<file path="src/rtl/mem_port_arbiter.sv">
// mem_port_arbiter
//   Shares one single-ported memory between the instruction-fetch and data-access ports of the
//   core. One transaction at a time is sequenced through a req/ack handshake, with a timeout
//   guarding against a memory that never answers.
//
// Ports
//   clk, rst_n            clock (rising edge) and synchronous active-low reset
//   i_inst_*              fetch request (nonzero byte enables = request) and address
//   o_instr_ready/_data   fetch not pending or completing; fetched word on completion
//   i_data_*              data read/write request, byte enables, address, write data
//   o_data_ready/_rd      data access not pending or completing; read word on completion
//   o_mem_*, i_mem_*      memory request side; request held until ack or timeout
//   o_bus_error           one-cycle pulse when a transaction times out
//   o_err_count           saturating count of timeouts
module mem_port_arbiter #(
    parameter int unsigned DATA_WIDTH      = 32,
    parameter int unsigned ADDR_WIDTH      = 32,
    parameter int unsigned TIMEOUT_CYCLES  = 255,
    parameter int unsigned MAX_DATA_STREAK = 4
) (
    input  logic                  clk,
    input  logic                  rst_n,
    input  logic [3:0]            i_inst_rd_en,
    input  logic [ADDR_WIDTH-1:0] i_inst_addr,
    output logic                  o_instr_ready,
    output logic [DATA_WIDTH-1:0] o_instr_data,
    input  logic                  i_data_rd_en_ma,
    input  logic                  i_data_wr_en_ma,
    input  logic [3:0]            i_data_rd_en_ctrl,
    input  logic [ADDR_WIDTH-1:0] i_data_addr,
    input  logic [DATA_WIDTH-1:0] i_data_wr,
    output logic                  o_data_ready,
    output logic [DATA_WIDTH-1:0] o_data_rd,
    output logic                  o_mem_req,
    output logic                  o_mem_we,
    output logic [ADDR_WIDTH-1:0] o_mem_addr,
    output logic [DATA_WIDTH-1:0] o_mem_wdata,
    output logic [3:0]            o_mem_be,
    input  logic                  i_mem_ack,
    input  logic [DATA_WIDTH-1:0] i_mem_rdata,
    output logic                  o_bus_error,
    output logic [7:0]            o_err_count
);

    localparam int unsigned TW = $clog2(TIMEOUT_CYCLES + 1);
    localparam int unsigned SW = $clog2(MAX_DATA_STREAK + 1);

    typedef enum logic [1:0] {StIdle, StBusyI, StBusyD} state_e;

    state_e          state_q, state_d;
    logic [TW-1:0]   to_cnt_q;
    logic [SW-1:0]   streak_q;
    logic            inst_done_q, data_done_q;
    logic            inst_req, data_req, inst_act, data_act;
    logic            grant_i, grant_d, busy, timeout, finish, streak_full;

    assign inst_req = |i_inst_rd_en;
    assign data_req = i_data_rd_en_ma | i_data_wr_en_ma;
    // A requester whose access completes this cycle is still holding its request; mask it.
    assign inst_act = inst_req & ~inst_done_q;
    assign data_act = data_req & ~data_done_q;

    assign streak_full = (streak_q == SW'(MAX_DATA_STREAK));
    assign busy        = (state_q != StIdle);
    // to_cnt_q counts completed busy cycles; the last allowed cycle is TIMEOUT_CYCLES-1.
    assign timeout     = busy & ~i_mem_ack & (to_cnt_q == TW'(TIMEOUT_CYCLES - 1));
    assign finish      = busy & (i_mem_ack | timeout);

    // State register
    always_ff @(posedge clk) begin
        if (!rst_n) begin
            state_q <= StIdle;
        end else begin
            state_q <= state_d;
        end
    end

    // Next-state logic
    always_comb begin
        state_d = state_q;
        grant_i = 1'b0;
        grant_d = 1'b0;
        unique case (state_q)
            StIdle: begin
                if (data_act && (!inst_act || !streak_full)) begin
                    state_d = StBusyD;
                    grant_d = 1'b1;
                end else if (inst_act) begin
                    state_d = StBusyI;
                    grant_i = 1'b1;
                end
            end
            StBusyI, StBusyD: begin
                if (finish) state_d = StIdle;
            end
            default: state_d = StIdle;
        endcase
    end

    // Outputs
    always_comb begin
        o_instr_ready = ~inst_req | inst_done_q;
        o_data_ready  = ~data_req | data_done_q;
    end

    // Counters, memory-side registers and completion datapath
    always_ff @(posedge clk) begin
        if (!rst_n) begin
            to_cnt_q     <= '0;
            streak_q     <= '0;
            inst_done_q  <= 1'b0;
            data_done_q  <= 1'b0;
            o_mem_req    <= 1'b0;
            o_mem_we     <= 1'b0;
            o_mem_addr   <= '0;
            o_mem_wdata  <= '0;
            o_mem_be     <= '0;
            o_instr_data <= '0;
            o_data_rd    <= '0;
            o_bus_error  <= 1'b0;
            o_err_count  <= '0;
        end else begin
            if (!busy || finish) begin
                to_cnt_q <= '0;
            end else begin
                to_cnt_q <= to_cnt_q + TW'(1);
            end

            // Streak only matters while a fetch is waiting behind data grants.
            if (!inst_req || grant_i) begin
                streak_q <= '0;
            end else if (grant_d && !streak_full) begin
                streak_q <= streak_q + SW'(1);
            end

            if (grant_d) begin
                o_mem_req   <= 1'b1;
                o_mem_we    <= i_data_wr_en_ma;
                o_mem_addr  <= i_data_addr;
                o_mem_wdata <= i_data_wr;
                o_mem_be    <= i_data_rd_en_ctrl;
            end else if (grant_i) begin
                o_mem_req   <= 1'b1;
                o_mem_we    <= 1'b0;
                o_mem_addr  <= i_inst_addr;
                o_mem_wdata <= '0;
                o_mem_be    <= i_inst_rd_en;
            end else if (finish) begin
                o_mem_req   <= 1'b0;
            end

            inst_done_q <= finish & (state_q == StBusyI);
            data_done_q <= finish & (state_q == StBusyD);

            if (finish && state_q == StBusyI) o_instr_data <= i_mem_ack ? i_mem_rdata : '0;
            if (finish && state_q == StBusyD) o_data_rd    <= i_mem_ack ? i_mem_rdata : '0;

            o_bus_error <= timeout;
            if (timeout && o_err_count != 8'd255) o_err_count <= o_err_count + 8'd1;
        end
    end

endmodule

</file>
<file path="config.mk">
export PLATFORM = sky130hd
export DESIGN_NAME = mem_port_arbiter
export DESIGN_NICKNAME = d
export VERILOG_FILES = /design/src/rtl/mem_port_arbiter.sv
export SDC_FILE = /design/constraint.sdc
export NUM_CORES = 1
export LEC_CHECK = 0
export CELL_PAD_IN_SITES_DETAIL_PLACEMENT = 1
export CELL_PAD_IN_SITES_GLOBAL_PLACEMENT = 1
export CORE_ASPECT_RATIO = 1.4
export CORE_UTILIZATION = 28
export CTS_BUF_LIST = sky130_fd_sc_hd__clkbuf_4 sky130_fd_sc_hd__clkbuf_8
export DETAILED_ROUTE_END_ITERATION = 7
export GPL_TIMING_DRIVEN = 0
export PLACE_DENSITY = 0.78
export SETUP_SLACK_MARGIN = 0.1
export SLEW_MARGIN = 25
export SYNTH_ARGS = -nofsm -noshare
export SYNTH_HDL_FRONTEND = slang
export SYNTH_SLANG_ARGS = --single-unit
</file>
<file path="constraint.sdc">
create_clock -name clk -period 1.9 [get_ports clk]
set_input_delay 0.57 -clock clk [delete_from_list [all_inputs] [get_ports clk]]
set_output_delay 0.57 -clock clk [all_outputs]
set_load 0.01 [all_outputs]
</file>
==> run_results.csv <==
group,metric,value,unit
setup_path,critical-path-slowest-cell,"or4_4",
detailed_routing,drt_iter0_drc,324,
detailed_routing,ant_nets,0,
yosys,ys_flop_type,"dfxtp_1",
layout,syn_to_final_growth,62.4,%
detailed_routing,routed_wire_length_per_instance,19.9,µm
pwr,total_switching_power,4.22,mW
sta,tightest_slew,0.496,ns
yosys,syn_area_per_cell,8.95,µm²
clocking,clock-sinks,158,
floorplanning,initial_utilization,28.5,%
setup_path,worst_setup_path_endpoint,"o_instr_ready",
setup_path,critPathLaunchType,"input pin",
yosys,synth.top_cells.by_area,"dfxtp_1 (49%), and3_1 (6.8%), a31oi_1 (6.2%)",
pwr,sequentialPowerShare,36.5,%
setup_path,stage_delay_of_the_slowest_cell_on_the_critical_path,0.53,ns
pwr,clkPwrFrac,22.9,%
run_status,failed_checks,"setup timing",
pwr,power.internal,6.97,mW
pwr,power_frac_comb,40.6,%
flow_run,max_cap_viol_count,0,
setup_path,setup.worst_path.end_class,"primary output",
setup_path,crit_type,"in -> out",
floorplanning,die_height,181,µm
yosys,post-synth-top-count-cell,"dfxtp_1",
global_routing,initial_antenna_violation_count,1,
yosys,synth_register_bits,158,
setup_path,crit-reg2reg-capture,"o_data_rd[1]",
detailed_routing,drcViolationCount,0,
yosys,syn_nets,866,
sta,maxSlewViolCount,0,
pwr,power-per-cell-area,1070,nW/µm²
yosys,yosysTopAreaCellShare,49.3,%
clocking,cts.path.max_buffers,2,
pwr,power.share.switching,37.7,%
setup_path,crit_chain,"buf_8, or4_4, nand2b_1, buf_2",
global_routing,track_usage,22.5,%
pwr,peakVddDrop,424,µV
place,hpwl,19.7,mm
yosys,fraction_of_the_yosys_area_taken_by_sequential_cells,49.3,%
sta,fin_ws,-0.0857,ns
sta,hold_viol,0,
worst_hold_path,holdCritPathClass,"in -> reg",
global_routing,vias_in_the_first_global_route,7281,
detailed_routing,avgViaCountPerCell,5.12,
floorplanning,design.die.area,23500,µm²
sta,max-slew-margin-rel,67.0,%
global_routing,total_congestion_overflow,0,
yosys,post_synth_most_frequent_cells,"dfxtp_1 (158), and3_1 (70), a31oi_1 (64), clkbuf_1 (47), nand2_1 (45)",
layout,final_layout_size_suffix_gt1_share,14.9,%
sta,setup_viol,1,
yosys,synth_cells,717,
floorplanning,num_rows,65,
pwr,cellLeakagePower,4.89,nW
setup_path,data_arrival_critical_path,1.42,ns
layout,finalInstanceArea,10400,µm²
layout,layout.nets,1195,
clocking,clk-insertion-delay-late,0.46,ns
yosys,synthDominantAreaCellType,"dfxtp_1",
detailed_routing,drt_wl_total,27.1,mm
yosys,distinct_cells_synth,48,
global_routing,grt_start_max_net_pins,17,
place,routabilityCongestion,0.807,
sta,finClkSkew,0.0167,ns
setup_path,critPathLaunch,"i_inst_rd_en[1]",
setup_path,critical_path_fanout_max,2,
sta,grt_setup_unrepaired,"yes",
sta,min_period_over_period,105,%
layout,n_antenna_cell,0,
detailed_routing,detailroute.via_count,6962,
clocking,clock_tree.root_cell,"clkbuf_8",
place,placed_area,9650,µm²
run_status,run_status,"finished, violations left",
floorplanning,floorplan.die.width,130,µm
detailed_routing,drt-pass1-iter-count,4,
clocking,htree_num_levels,4,
clocking,tritoncts.num_buffers,17,
yosys,syn-cell-area,6410,µm²
setup_path,worst_r2r_path_depth,9,
yosys,yosysWarningCount,0,
sta,max_freq,504,MHz
clocking,tritoncts_clock_tree,"built",
yosys,async_s_r_ff_share_synth,0,%
sta,setup-tns-final,-0.0857,ns
floorplanning,design.portCount,286,
setup_path,critical_path_required,1.33,ns
global_routing,grt_first_pass_wirelength,40.5,mm
setup_path,setup.reg_to_reg.worst_slack,0.15,ns
yosys,edff_count_synth,0,
clocking,worst_setup_hold_path_clk_slew,0.09,ns
floorplanning,coreArea,22500,µm²
setup_path,crit-reg2reg-launch,"state_q[0]",
place,numPortBuffers,285,
sta,period_needed,1.99,ns
## state kept, by name, summed over array words and instances, names as in the netlist, 2 cells and up
register	flops
o_data_rd	32
o_err_count	8
o_instr_data	32
o_mem_addr	32
o_mem_be	4
o_mem_wdata	32
state_q	2
streak_q	3
to_cnt_q	8
## layout by cell type, fill, tap and decap left out, types with 4 or more instances in the layout
cell type / n
dlygate4sd2_1: 143
inv_2: 6
a31oi_1: 64
nand3_1: 11
clkbuf_8: 21
clkinvlp_4: 5
o21ai_1: 37
o21ai_0: 35
o221ai_1: 31
clkbuf_2: 19
inv_6: 4
a21oi_1: 41
clkdlybuf4s50_1: 133
dfxtp_1: 145
xor2_1: 4
dfxtp_2: 13
ha_1: 6
nor2_1: 21
buf_6: 12
clkbuf_4: 7
clkbuf_1: 7
a22o_1: 33
inv_1: 34
nand2_1: 44
buf_8: 5
a22oi_1: 4
buf_2: 10
buf_4: 28
and3_1: 69
## power groups by stage
| stage | Clock [mW] | Combinational [mW] | Sequential (mW) |
|---|---|---|---|
| 4_1_cts | 2.63 | 4.13 | 4.09 |
| 2_1_floorplan | 0 | 1.72 | 4.33 |
| 3_5_place_dp | 0 | 3.97 | 4.17 |
| 5_1_grt | 2.77 | 4.85 | 4.14 |
| 6_report | 2.56 | 4.55 | 4.09 |
| 3_3_place_gp | 0 | 3.91 | 4.14 |
## logic make-up after synthesis
kind of cell | synth area share (%)
muxes | 0.468
xor gates and xnor gates | 0.956
AOI/OAI and AO/OA | 27.2
DFF | 49.3
buffers and inverters | 6.32
adders and majority gates | 1.56
and+or+nand+nor | 14.2
## how the worst min path moves through the flow
stage	slack [ns]	end	start	cells after the start
3_5_place_dp	0.45	o_mem_req	o_mem_req	2
4_1_cts	0.40	o_mem_we	i_data_wr_en_ma	2
3_3_place_gp	0.44	o_mem_req	o_mem_req	2
2_1_floorplan	0.44	to_cnt_q[0]	to_cnt_q[0]	1
5_1_grt	0.39	o_mem_we	i_data_wr_en_ma	2
6_report	0.43	o_mem_we	i_data_wr_en_ma	2
## final cells by class
cell class,count,area [µm²]
inverters,41,156
flip-flops and latches,158,3180
well taps,301,377
clock inverters,14,145
repair buffers,311,2890
clock buffers,18,248
fillers,2643,12100
multi-input cells,456,2950
plain buffers,61,463
## stage by stage
stage	power, mW	std cells	setup WS, ns	utilization, %	hold slack (ns)
6_report	11.2	1360	-0.0857	46.2	0.426
5_1_grt	11.8	1360	-0.124	46.2	0.390
4_1_cts	10.8	1346	-0.0973	45.2	0.395
3_5_place_dp	8.14	1303	-1.02	42.8	0.448
3_3_place_gp	8.05	1303	-0.948	42.8	0.441
2_1_floorplan	6.06	717	0.0901	-	0.441
## layer usage
layer	track usage, %	share of wire, %	up-vias
met1	23.4	37	3354
met4	10.4	3.5	2
met3	6.01	6.4	49
met5	0	0.041	-
li1	-	-	3319
met2	41.0	53	238
## repair_timing
| action | CTS | global route |
|---|---|---|
| endpoints found under the setup margin | 298 | 134 |
| gates resized for setup | 272 | 64 |
| setup buffers | 11 | 13 |
| cloned | 0 | 2 |
| pin swaps | 10 | 11 |
| hold buffers | 0 | 0 |
## critical path, delay by kind of cell
family        cells  cell delay (ns)
simple gates      2             0.62
buf+inv           2             0.23
Power figures use the tool's default switching activity.
